**src/rtl/uart_tx_arbiter.sv**
```systemverilog
// Round-robin arbiter sharing one 8N1 serial transmitter among NUM_REQ byte producers.
// A grant drives tx_data/tx_start and waits for the transmitter to go busy. The requester
// is then acked. The stop bit completes, and a guard time passes before the next grant.
module uart_tx_arbiter #(
  parameter int unsigned NUM_REQ        = 4,
  parameter int unsigned ID_W           = 2,
  parameter int unsigned CNT_W          = 16,
  parameter int unsigned GUARD_CYCLES   = 5208,
  parameter int unsigned TIMEOUT_CYCLES = 16000
) (
  input  logic                 sysclk,
  input  logic                 rst_n,
  input  logic [NUM_REQ-1:0]   req,
  input  logic [NUM_REQ*8-1:0] req_data,
  output logic [NUM_REQ-1:0]   ack,
  output logic [7:0]           tx_data,
  output logic                 tx_start,
  input  logic                 tx_ready,
  output logic                 busy,
  output logic [ID_W-1:0]      grant_id,
  output logic                 err_timeout,
  input  logic                 err_clr
);

  typedef enum logic [1:0] {StIdle, StWaitBusy, StWaitDone, StGuard} state_e;

  localparam logic [CNT_W-1:0] GuardLast   = CNT_W'(GUARD_CYCLES - 1);
  localparam logic [CNT_W-1:0] TimeoutLast = CNT_W'(TIMEOUT_CYCLES - 1);

  state_e           state_q;
  logic [CNT_W-1:0] cnt_q;
  logic [ID_W-1:0]  ptr_q;

  logic             pick_valid;
  logic [ID_W-1:0]  pick_id;
  logic [ID_W-1:0]  pick_next;
  logic [ID_W-1:0]  cand;
  logic [7:0]       req_bytes [NUM_REQ];

  for (genvar g = 0; g < NUM_REQ; g++) begin : g_bytes
    assign req_bytes[g] = req_data[8*g +: 8];
  end

  // First pending requester at or after ptr_q, wrapping modulo NUM_REQ.
  always_comb begin
    pick_valid = 1'b0;
    pick_id    = ptr_q;
    cand       = ptr_q;
    for (int unsigned n = 0; n < NUM_REQ; n++) begin
      cand = ID_W'((32'(ptr_q) + n) % NUM_REQ);
      if (!pick_valid && req[cand]) begin
        pick_valid = 1'b1;
        pick_id    = cand;
      end
    end
    pick_next = ID_W'((32'(pick_id) + 32'd1) % NUM_REQ);
  end

  // Everything outside IDLE counts as busy, including the guard interval.
  always_comb begin
    busy = (state_q != StIdle);
  end

  // Arbitration FSM with registered transmitter handshake, ack pulse and error flag.
  always_ff @(posedge sysclk or negedge rst_n) begin
    if (!rst_n) begin
      state_q     <= StIdle;
      cnt_q       <= '0;
      ptr_q       <= '0;
      ack         <= '0;
      tx_data     <= '0;
      tx_start    <= 1'b0;
      grant_id    <= '0;
      err_timeout <= 1'b0;
    end else begin
      ack <= '0;
      // A timeout firing below overrides this clear.
      if (err_clr) begin
        err_timeout <= 1'b0;
      end
      unique case (state_q)
        StIdle: begin
          if (tx_ready && pick_valid) begin
            tx_data  <= req_bytes[pick_id];
            grant_id <= pick_id;
            tx_start <= 1'b1;
            ptr_q    <= pick_next;
            cnt_q    <= '0;
            state_q  <= StWaitBusy;
          end
        end
        StWaitBusy: begin
          // Busy detection wins over a timeout expiring in the same cycle.
          if (!tx_ready) begin
            tx_start <= 1'b0;
            ack      <= {{(NUM_REQ-1){1'b0}}, 1'b1} << grant_id;
            state_q  <= StWaitDone;
          end else if (cnt_q == TimeoutLast) begin
            tx_start    <= 1'b0;
            err_timeout <= 1'b1;
            cnt_q       <= '0;
            state_q     <= StGuard;
          end else begin
            cnt_q <= cnt_q + CNT_W'(1);
          end
        end
        StWaitDone: begin
          if (tx_ready) begin
            cnt_q   <= '0;
            state_q <= StGuard;
          end
        end
        StGuard: begin
          if (cnt_q == GuardLast) begin
            state_q <= StIdle;
          end else begin
            cnt_q <= cnt_q + CNT_W'(1);
          end
        end
        default: state_q <= StIdle;
      endcase
    end
  end

endmodule
```
**config.mk**
```make
export PLATFORM = sky130hd
export DESIGN_NAME = uart_tx_arbiter
export DESIGN_NICKNAME = d
export VERILOG_FILES = /design/src/rtl/uart_tx_arbiter.sv
export SDC_FILE = /design/constraint.sdc
export NUM_CORES = 1
export LEC_CHECK = 0
export ABC_AREA = 1
export CAP_MARGIN = 15
export CELL_PAD_IN_SITES_DETAIL_PLACEMENT = 0
export CELL_PAD_IN_SITES_GLOBAL_PLACEMENT = 1
export CORE_UTILIZATION = 36
export CTS_CLUSTER_DIAMETER = 60
export DETAILED_ROUTE_END_ITERATION = 7
export PLACE_DENSITY = 0.84
export SYNTH_ARGS = -nofsm -noshare
export SYNTH_HDL_FRONTEND = slang
export SYNTH_SLANG_ARGS = --single-unit
```
**constraint.sdc**
```tcl
create_clock -name sysclk -period 2.35 [get_ports sysclk]
set_input_delay 0.705 -clock sysclk [delete_from_list [all_inputs] [get_ports sysclk]]
set_output_delay 0.705 -clock sysclk [all_outputs]
set_load 0.02 [all_outputs]
```
# After elaboration in Yosys (flattened, before gate mapping)
# Cells that the tools add are included.
dict set report word_totals {
  register_bits 36
  latchBits 0
  mem_bits_rw 0
  romBits 0
  inputBits 40
  wordCells 85
  mem_count 0
}
dict set report classes {
  addsub 5
  multipliers 0
  div_mod_pow 0
  magnitude_cmp 5
  n_eq_ne 11
  shifts 1
  muxes 40
  bitwise 1
  reduce_logical 14
}
# op n
set op_table {}
lappend op_table {{2-to-1 mux 16 bit} 5}
lappend op_table {{one-hot mux 16 bit (4 select lines)} 1}
lappend op_table {{adder 16 x 1 -> 16 bit (second input constant)} 1}
lappend op_table {{binary-select mux 8 bit (select 2 bit)} 1}
lappend op_table {{== test 16 x 13 -> 1 bit (second input constant)} 1}
lappend op_table {{== test 16 x 14 -> 1 bit (second input constant)} 1}
lappend op_table {{2-to-1 mux 2 bit} 8}
lappend op_table {{2-to-1 mux 8 bit} 2}
lappend op_table {{2-to-1 mux 1 bit} 15}
lappend op_table {{less-than comparator 2 x 3 -> 1 bit (second input constant)} 4}
lappend op_table {{!= test 2 bit (second input constant)} 5}
lappend op_table {{binary-select mux 1 bit (select 2 bit)} 4}
lappend op_table {{2-to-1 mux 4 bit} 2}
lappend op_table {{one-hot mux 2 bit (4 select lines)} 1}
lappend op_table {{AND reduction 4 bit} 2}
lappend op_table {{adder 2 x 1 -> 2 bit (second input constant)} 2}
lappend op_table {{adder 2 bit (second input constant)} 2}
lappend op_table {{== test 2 bit (second input constant)} 2}
lappend op_table {{logical AND 1 bit} 4}
lappend op_table {{nonzero test 2 bit} 2}
lappend op_table {{left shift 1 x 2 -> 4 bit (first input constant)} 1}
lappend op_table {{>= comparator 3 bit (second input constant)} 1}
lappend op_table {{logical NOT 1 bit} 3}
lappend op_table {{!= test 3 bit (second input constant)} 1}
lappend op_table {{6 further kinds} 6}

# Logic depth before layout (Yosys ltp)
# Gate-level depths: netlist of run 1.
dict set report depth {
  depth_word 16
  mapped_depth 18
  ltp_nobuf 16
}

# Least setup slack after synthesis of run 1
# Ideal clock, no wire load.
dict set report synth_timing {
  path_kind {in2reg}
  start {input req[1]}
  end {register tx_data[4]}
  arrival_time_ps 1757
  slack_ps 476
  cell_stages 13
  n_path_buf 1
  path_cell_list {nand2_1 nand3_1 nand2_2 nand4_2 nand2_2 nand2_4 buf_8 nand2_2 nand2_1 nand2_1 nand2_1 nand2_1 nand2_1}
}
dict set report synth_between {
  elab_chain_cells 16
  elab_cells_between_ends 27
  cone_classes {mux (18); bitwise (1); reduce/logical (8)}
}
# element line_no
set synth_lines {}
lappend synth_lines {{from (decl)} 13} ;# input logic [NUM_REQ-1:0] req,
lappend synth_lines {{binary-select mux 1 bit (select 2 bit)} 51} ;# if (!pick_valid && req[cand]) begin
lappend synth_lines {{2-to-1 mux 1 bit (implied by the code)} 51}
lappend synth_lines {{2-to-1 mux 1 bit} 51}
lappend synth_lines {{logical NOT 1 bit} 51}
lappend synth_lines {{logical AND 1 bit} 51}
lappend synth_lines {{2-to-1 mux 1 bit} 51}
lappend synth_lines {{logical NOT 1 bit} 51}
lappend synth_lines {{logical AND 1 bit} 51}
lappend synth_lines {{2-to-1 mux 1 bit} 51}
lappend synth_lines {{logical NOT 1 bit} 51}
lappend synth_lines {{logical AND 1 bit} 51}
lappend synth_lines {{2-to-1 mux 2 bit} 51}
lappend synth_lines {{inverter 2 -> 3 bit (implied by the code)} 84} ;# tx_data <= req_bytes[pick_id];
lappend synth_lines {{binary-select mux 8 bit (select 2 bit)} 84}
lappend synth_lines {{2-to-1 mux 8 bit (implied by the code) (2 in a row)} 84}
lappend synth_lines {{to (signal assigned)} 84}
lappend synth_lines {{to (decl)} 16} ;# output logic [7:0] tx_data,
# Parallel ways exist; a longest one is shown, timed or not. The select of a mux whose other input is x is not followed.
# A chain may end at the register's enable or synchronous reset.

# Worst setup path after layout of run 1
dict set report layout_timing {
  start {input req[2]}
  end {register tx_data[0]}
}
# Same word-level chain as after synthesis.

==> reports/metrics.cfg, run 1 <==
[status]
status = finished clean

[finish]
nNetsFinal = 534
multi_input_area_mm2 = 0.00162
postLayoutCoreUtil_pct = 49.1
areaGrowthSynthToFinish_pct = 30.3
stdcell_count = 589
fillers = 721
antenna_cells = 0
seqCellArea_um2 = 901
drive_gt1_share_pct = 12.4

[timing]
period_share_pct = 93.7
rsz0062_at_grt = false
hold_viol = 0
worst_clock_skew_ns = 0.00792
drv_slew = 0
min_period_ns = 2.20
max_freq_mhz = 454
finalSetupViolations = 0
whs_ns = 0.427
tightest_slew_ns = 0.461
slew_headroom_pct = 69.3

[synthesis]
synth_cell_type_count = 35
ys_seq_elements = 36
post-synth-top-area-cell = dfrtp_1
syn_avg_cell_area_um2 = 6.60
synthCells = 421
yosysSeqAreaShare_pct = 32.4
syn_nets = 466
yosys.area.top_type_share_pct = 32.4
syn_area_mm2 = 0.00278
yosys_warnings = 0
synth_area_leaders = dfrtp_1 (32%), nand2_1 (21%), nand3_1 (9.5%)

[grt]
track_usage_pct = 19.3
grt_pass1_wl_um = 12800
first_global_vias = 2844
grt_max_degree = 37
grt_remaining_overflow = 0
antenna_found_initial = 0

[die]
die_area_mm2 = 0.00807
row_count = 31
coreArea_mm2 = 0.00737
start_util_pct = 37.7
dieWidth_um = 89.9
io_pins = 57
fp.dieH_um = 89.9

[drt]
ant_nets = 0
route.detailed.wl_per_inst_um = 12.6
drt_iter0_drc = 173
via_count = 2902
dr.pass1.iters = 4
vias_per_cell = 4.93
route.detailed.drc = 0
drt-total-wl_um = 7410

[clock_tree]
cts.path.max_buffers = 2
clk_pin_slew_ns = 0.08
root_buffer = clkbuf_8
postCtsHoldBufs = 0
numCtsBuffers = 5
cts_tree = built
insertion_delay_ns = 0.30
cts.sinks = 36
cts.htree.levels = 2

[placed_design]
post-place-cells = 578
finalWeightedCongestion = 0.898
dpl.hpwl_um = 5570
io_buffers = 56

[critical_path]
crit_type = in2reg
crit_start = req[2]
critPathArrivalTime_ns = 2.40
worstPathRequired_ns = 2.54
critPathMaxFanout = 8
critPathLaunchType = primary input
end_kind = flop
regToRegStartpoint = ptr_q[1]

[power_and_ir_drop]
intPower_w = 0.00216
p_clk_share_pct = 10.6
power_frac_comb_pct = 68.0
cellPowerDensity_mw_per_mm2 = 1190
p_leak_nw = 1.70
power_w = 0.00431
power_switching_share_pct = 50.0
pwr-share-seq_pct = 21.3
switchingPower_w = 0.00216
peakVddDrop_mv = 0.767

[job]
max_cap_viol_count = 0

[hold_path]
hp-class = in2async

sequential cells by signal (all words and copies together), names as in the netlist:
signal       cells
cnt_q           16
ptr_q            2
err_timeout      1
ack              4
tx_start         1
grant_id         2
tx_data          8
state_q          2
cell type report:
class,instances,area share [%]
inverter,43,4.53
tap,99,3.42
clock buffer,5,1.90
timing repair buffer,74,19.8
sequential,36,24.9
clock inverter,3,0.657
multi-input combinational,329,44.8
power groups by stage:
stage          Combinational, W  Sequential (W)  Clock, W
2_1_floorplan           0.00189        0.000992         0
3_3_place_gp            0.00284        0.000931         0
3_5_place_dp            0.00286        0.000925         0
4_1_cts                 0.00286        0.000921  0.000473
5_1_grt                 0.00327        0.000941  0.000499
6_report                0.00293        0.000920  0.000459
Yosys cell counts:
cell	count
a21oi_1	6
o21bai_1	1
dfrtp_1	36
xor2_1	5
nor2_4	3
nor2_2	2
nand2_2	15
nand4_2	2
buf_6	2
nand3_1	53
buf_2	2
o21ai_2	1
clkinv_1	1
xnor2_1	1
nand2_4	2
nor3_1	18
nor2_1	13
buf_8	1
nand3b_4	1
nor3_2	1
nand2_1	154
nor4_1	2
inv_1	37
nand3_2	2
buf_4	4
nand4_1	7
clkbuf_1	4
inv_4	1
inv_2	4
o21ai_1	13
a211oi_1	2
ha_1	5
o21ai_0	18
nand3b_1	1
o22ai_1	1
path summary, 6_finish.rpt:
kind,end,slack (ns),cells past startpoint
min reg2reg,ack[0],0.49,1
min,cnt_q[12],0.43,2
min in group sysclk,ack[0],0.49,1
max in group asynchronous,cnt_q[1],1.58,2
max,tx_data[0],0.15,14
max reg2reg,tx_data[0],0.37,15
critical path, cell delays in order:
cell and delay, ns:
clkdlybuf4s50_1 0.45, nand2_1 0.12, nand3_1 0.10, nand2_2 0.16, nand4_2 0.17, nand2_2 0.13
nand2_4 0.09, buf_4 0.16, nand2_1 0.05, nand2_1 0.05, nand2_1 0.05, nand2_1 0.05
nand2_1 0.05, nand2_1 0.05
placed cells by master, fill, tap and decap left out:
cell type / count
clkdlybuf4s50_1: 53
nand4_2: 2
nand4_1: 7
dlygate4sd2_1: 1
xor2_1: 5
nand2_4: 2
nand3_1: 53
ha_1: 5
inv_1: 37
o21ai_0: 18
nor2_4: 3
o21bai_1: 1
nor2_1: 13
inv_4: 1
buf_2: 1
inv_2: 4
dfrtp_1: 36
clkinv_1: 1
nor3_2: 1
nor2_2: 2
clkinvlp_4: 2
clkinv_4: 1
o21ai_2: 1
nand2_2: 15
a21oi_1: 6
nand2_1: 154
nor4_1: 2
a211oi_1: 2
xnor2_1: 1
o22ai_1: 1
o21ai_1: 13
nand3b_1: 1
nor3_1: 18
nand3b_4: 1
buf_12: 2
clkbuf_8: 5
dlymetal6s2s_1: 1
nand3_2: 2
buf_4: 16
cells by family after synthesis:
logic type | Yosys count | share of synthesized area (%)
AND/OR/NAND/NOR | 276 | 46.2
buffers and inverters | 56 | 9.23
AO/OA/AOI/OAI | 42 | 8.01
flip-flops | 36 | 32.4
XOR/XNOR | 6 | 1.89
adder cells (fa/ha/maj) | 5 | 2.25
through the flow:
step           worst slack, ns  cell area [um2]  TNS [ns]
6_report                 0.148             3620         0
5_1_grt               0.000228             3620         0
2_1_floorplan            0.476             2780         0
3_5_place_dp            -0.177             3500     -2.74
3_3_place_gp            -0.115             3500     -1.71
4_1_cts                  0.145             3590         0
metal layers:
metal  vias to the layer above  track usage [%]  wire, um
li1                       1506                -         -
met1                      1309             26.0      3650
met2                        78             30.7      3260
met3                         9             3.98       400
met4                         0             6.99       106
met5                         -                0         0
what timing repair did:
item	in CTS	in global routing
endpoints found under the setup margin	1	1
pin swaps	0	3
buffers inserted	0	3
gates resized for setup	1	1
Power figures use the tool's default switching activity.
==> run 2: changes to the inputs <==
--- a/config.mk
+++ b/config.mk
@@ -10,9 +10,10 @@
 export CELL_PAD_IN_SITES_DETAIL_PLACEMENT = 0
 export CELL_PAD_IN_SITES_GLOBAL_PLACEMENT = 1
 export CORE_UTILIZATION = 36
+export CTS_BUF_LIST = sky130_fd_sc_hd__clkbuf_16
 export CTS_CLUSTER_DIAMETER = 60
 export DETAILED_ROUTE_END_ITERATION = 7
-export PLACE_DENSITY = 0.84
+export PLACE_DENSITY = 0.79
 export SYNTH_ARGS = -nofsm -noshare
 export SYNTH_HDL_FRONTEND = slang
 export SYNTH_SLANG_ARGS = --single-unit
==> reports/metrics.cfg, run 2 (same netlist as run 1, synthesis figures left out) <==
[drt]
drt_iter0_drc = 190
ant_nets = 0
drt-total-wl_um = 7760
vias_per_cell = 4.94
route.detailed.drc = 0
via_count = 2930
dr.pass1.iters = 5
route.detailed.wl_per_inst_um = 13.1

[placed_design]
dpl.hpwl_um = 5800
finalWeightedCongestion = 0.866
io_buffers = 56

[power_and_ir_drop]
cellPowerDensity_mw_per_mm2 = 1230
peakVddDrop_mv = 0.689
power_w = 0.00458
p_leak_nw = 1.78

[critical_path]
r2r_setup_slack_ns = 0.39
regToRegStartpoint = ptr_q[1]
critPathArrivalTime_ns = 1.42
timing.rr.end = tx_data[0]
critPathMaxFanout = 4
crit_start = state_q[0]
critPathLaunchType = flop
crit_type = reg2out
worstPathRequired_ns = 1.64
end_kind = output port
worstRegToRegCells = 17

[finish]
fillers = 739
nNetsFinal = 538
regMostFlops = cnt_q
areaGrowthSynthToFinish_pct = 33.5
layout_common_cells = nand2_1 (153), nand3_1 (53), clkdlybuf4s50_1 (50)
reg_top3 = cnt_q x16, tx_data x8, ack x4
antenna_cells = 0
final_common_cell = nand2_1
drive_gt1_share_pct = 13.4
largest_register_ffs = 16
postLayoutCoreUtil_pct = 50.4

[timing]
drv_slew = 0
max_freq_mhz = 471
period_share_pct = 90.4
whs_ns = 0.459
tightest_slew_ns = 0.497
hold_viol = 0
finalSetupViolations = 0
worst_clock_skew_ns = 0.00635
min_period_ns = 2.12
rsz0062_at_grt = false
slew_headroom_pct = 66.9

[clock_tree]
numCtsBuffers = 5
cts.path.max_buffers = 2
insertion_delay_ns = 0.28
root_buffer = clkbuf_16
postCtsHoldBufs = 0
cts_tree = built
cts.sinks = 36
post-cts-setup-buffers = 0
clk_pin_slew_ns = 0.06
cts.htree.levels = 2

[grt]
first_global_vias = 2766
grt_max_degree = 37
grt_pass1_wl_um = 13200
grt_remaining_overflow = 0
track_usage_pct = 20.1
antenna_found_initial = 0

[die]
row_count = 31
coreArea_mm2 = 0.00737
io_pins = 57
dieWidth_um = 89.9
die_area_mm2 = 0.00807
start_util_pct = 37.7
fp.dieH_um = 89.9

[hold_path]
hp-class = in2async

[job]
max_cap_viol_count = 0

[status]
status = finished clean

## run 2: cell types whose count changed in the layout (fill, tap and decap cells not counted), sizes merged
cell	previous run	this run
buf	19	23
clkdlybuf4s50	53	50
clkinv	2	4
clkinvlp	2	0
dlymetal6s2s	1	4
## run 2: power by group
group          internal (W)  leakage (nW)  switching (W)  total (W)
clock network      0.000392        0.0736       0.000288   0.000680
registers          0.000775         0.476       0.000137   0.000912
logic               0.00120          1.23        0.00179    0.00299
total               0.00237          1.78        0.00222    0.00458
## run 2: critical path, stage by stage, from the launching register on
cell and delay [ns]:
dfrtp_1 0.40, inv_1 0.11, ha_1 0.23, inv_1 0.08, dlygate4sd2_1 0.33
## run 2: area by class of cell
| class | instances | area [um2] | share of cell area (%) |
|---|---|---|---|
| Inverter | 43 | 164 | 4.42 |
| Tap cell | 99 | 124 | 3.34 |
| Clock buffer | 5 | 125 | 3.37 |
| Clock inverter | 3 | 18.8 | 0.506 |
| Timing Repair Buffer | 78 | 754 | 20.3 |
| Multi-Input combinational cell | 329 | 1620 | 43.8 |
| Sequential cell | 36 | 901 | 24.3 |
## run 2: routing by layer
| metal | GRT usage, % | wire length (um) | part of all wire (%) |
|---|---|---|---|
| met1 | 28.9 | 3960 | 51 |
| met3 | 3.72 | 450 | 5.8 |
| met4 | 4.84 | 88 | 1.1 |
| met2 | 31.3 | 3250 | 42 |
| met5 | 0 | 0 | 0 |
## run 2: how the worst max path moves through the flow
stage                             end  slack, ns  cells after the start
after floorplan            tx_data[4]       0.48                     13
after global placement    grant_id[0]      -0.12                     10
after detailed placement   tx_data[3]      -0.14                     17
after CTS                  tx_data[3]       0.15                     17
after global routing             busy       0.18                      4
final                            busy       0.23                      4
## run 2: what timing repair did
item,in CTS,in global routing
pin swaps,0,2
resized for setup,1,5
endpoints found under the setup margin,1,6
## run 2: metrics by stage
| step | instances | setup WS [ns] | instance area [um2] | setup TNS, ns |
|---|---|---|---|---|
| after floorplan | 421 | 0.476 | 2780 | 0 |
| after global placement | 585 | -0.123 | 3560 | -1.79 |
| after detailed placement | 585 | -0.137 | 3560 | -2.22 |
| after CTS | 593 | 0.150 | 3700 | 0 |
| after global routing | 593 | 0.178 | 3710 | 0 |
| final | 593 | 0.226 | 3710 | 0 |
==> run 3: changes to the inputs <==
--- a/config.mk
+++ b/config.mk
@@ -14,6 +14,7 @@
 export CTS_CLUSTER_DIAMETER = 60
 export DETAILED_ROUTE_END_ITERATION = 7
 export PLACE_DENSITY = 0.79
+export RECOVER_POWER = 50
 export SYNTH_ARGS = -nofsm -noshare
 export SYNTH_HDL_FRONTEND = slang
 export SYNTH_SLANG_ARGS = --single-unit
==> reports/metrics.cfg, run 3 (same netlist as run 1, synthesis figures left out) <==
[drt]
drt-total-wl_um = 7750
met3WireLength_um = 425
top_layer_used = met4
met1_length_um = 3970
dr.pass1.iters = 4
via_count = 2925
drt_iter0_drc = 190
route.detailed.wl_per_inst_um = 13.1
wl_met2_um = 3250
route.detailed.drc = 0
ant_nets = 0
vias_per_cell = 4.93

[grt]
grt_pass1_wl_um = 13200
grt_remaining_overflow = 0
antenna_found_initial = 0
first_global_vias = 2766
track_usage_pct = 20.1
grt_max_degree = 37

[clock_tree]
cts.sinks = 36
clk_pin_slew_ns = 0.06
root_buffer = clkbuf_16
cts.htree.levels = 2
insertion_delay_ns = 0.28
cts_tree = built
cts.path.max_buffers = 2
numCtsBuffers = 5

[timing]
rsz0062_at_grt = false
finalSetupViolations = 0
min_period_ns = 2.12
drv_slew = 0
whs_ns = 0.488
slew_headroom_pct = 35.8
max_freq_mhz = 471
period_share_pct = 90.3
worst_clock_skew_ns = 0.00661
tightest_slew_ns = 0.962
hold_viol = 0

[finish]
areaGrowthSynthToFinish_pct = 33.3
drive_gt1_share_pct = 13.2
reg_top3 = cnt_q x16, tx_data x8, ack x4
nNetsFinal = 538
postLayoutCoreUtil_pct = 50.3
fillers = 742
regMostFlops = cnt_q
final_common_cell = nand2_1
largest_register_ffs = 16
antenna_cells = 0
layout_common_cells = nand2_1 (153), nand3_1 (53), clkdlybuf4s50_1 (46)

[placed_design]
io_buffers = 56
finalWeightedCongestion = 0.866
dpl.hpwl_um = 5800

[die]
coreArea_mm2 = 0.00737
io_pins = 57
row_count = 31
start_util_pct = 37.7
dieWidth_um = 89.9
fp.dieH_um = 89.9
die_area_mm2 = 0.00807

[status]
status = finished clean

[critical_path]
crit_type = reg2out
critPathLaunchType = flop
critPathMaxFanout = 4
critPathArrivalTime_ns = 1.42
crit_start = state_q[0]
end_kind = output port
worstRegToRegCells = 17
regToRegStartpoint = ptr_q[1]
worstPathRequired_ns = 1.64

[power_and_ir_drop]
p_leak_nw = 1.78
cellPowerDensity_mw_per_mm2 = 1230
peakVddDrop_mv = 0.688

[job]
max_cap_viol_count = 0

[hold_path]
min-delay-start = tx_data[7]
min_path_cells = 2
hp-class = reg2reg

-- run 3: timing repair --
action / 4_1_cts / 5_1_grt
endpoints found under the setup margin: 1 / 6
hold buffers: 0 / 0
gates cloned: 0 / 0
setup buffers: 0 / 0
pin swaps: 0 / 2
gates resized for setup: 1 / 5
-- run 3: routing by layer --
| metal | up-vias | track usage, % |
|---|---|---|
| met5 | - | 0 |
| met4 | 0 | 4.84 |
| met3 | 9 | 3.72 |
| met2 | 86 | 31.3 |
| met1 | 1322 | 28.9 |
| li1 | 1508 | - |
-- run 3: worst paths after layout --
| check | end | slack, ns |
|---|---|---|
| setup / recovery | busy | 0.23 |
| hold / removal | tx_data[7] | 0.49 |
| setup reg to reg | tx_data[0] | 0.38 |
| hold reg to reg | tx_data[7] | 0.49 |
| max in group asynchronous | tx_data[5] | 1.10 |
| min in group asynchronous | state_q[1] | 0.64 |
-- run 3: cell type report --
cell class	instances	area, um2	area share, %
multi-input combinational	329	1620	43.8
inverter	43	164	4.42
sequential	36	901	24.3
timing repair buffer	78	748	20.2
clock buffer	5	125	3.38
tap	99	124	3.34
clock inverter	3	18.8	0.507
-- run 3: through the flow --
stage	worst slack, ns	cell area (um2)	TNS, ns	power, W	std cells
after floorplan	0.476	2780	0	0.00288	421
after CTS	0.150	3700	0	0.00460	593
final	0.228	3700	0	0.00457	593
after detailed placement	-0.137	3560	-2.22	0.00391	585
after global placement	-0.123	3560	-1.79	0.00393	585
after global routing	0.178	3700	0	0.00498	593
-- run 3: power by group --
part           total [W]  internal [W]  switching [W]
sequential      0.000911      0.000775       0.000137
combinational    0.00298       0.00119        0.00179
clock           0.000678      0.000392       0.000286
total            0.00457       0.00236        0.00221
-- run 3: worst max-delay path, cell delays in order (launching register included) --
cell and delay (ns):
dfrtp_1 0.40, inv_1 0.11, ha_1 0.23, inv_1 0.08, dlygate4sd2_1 0.33
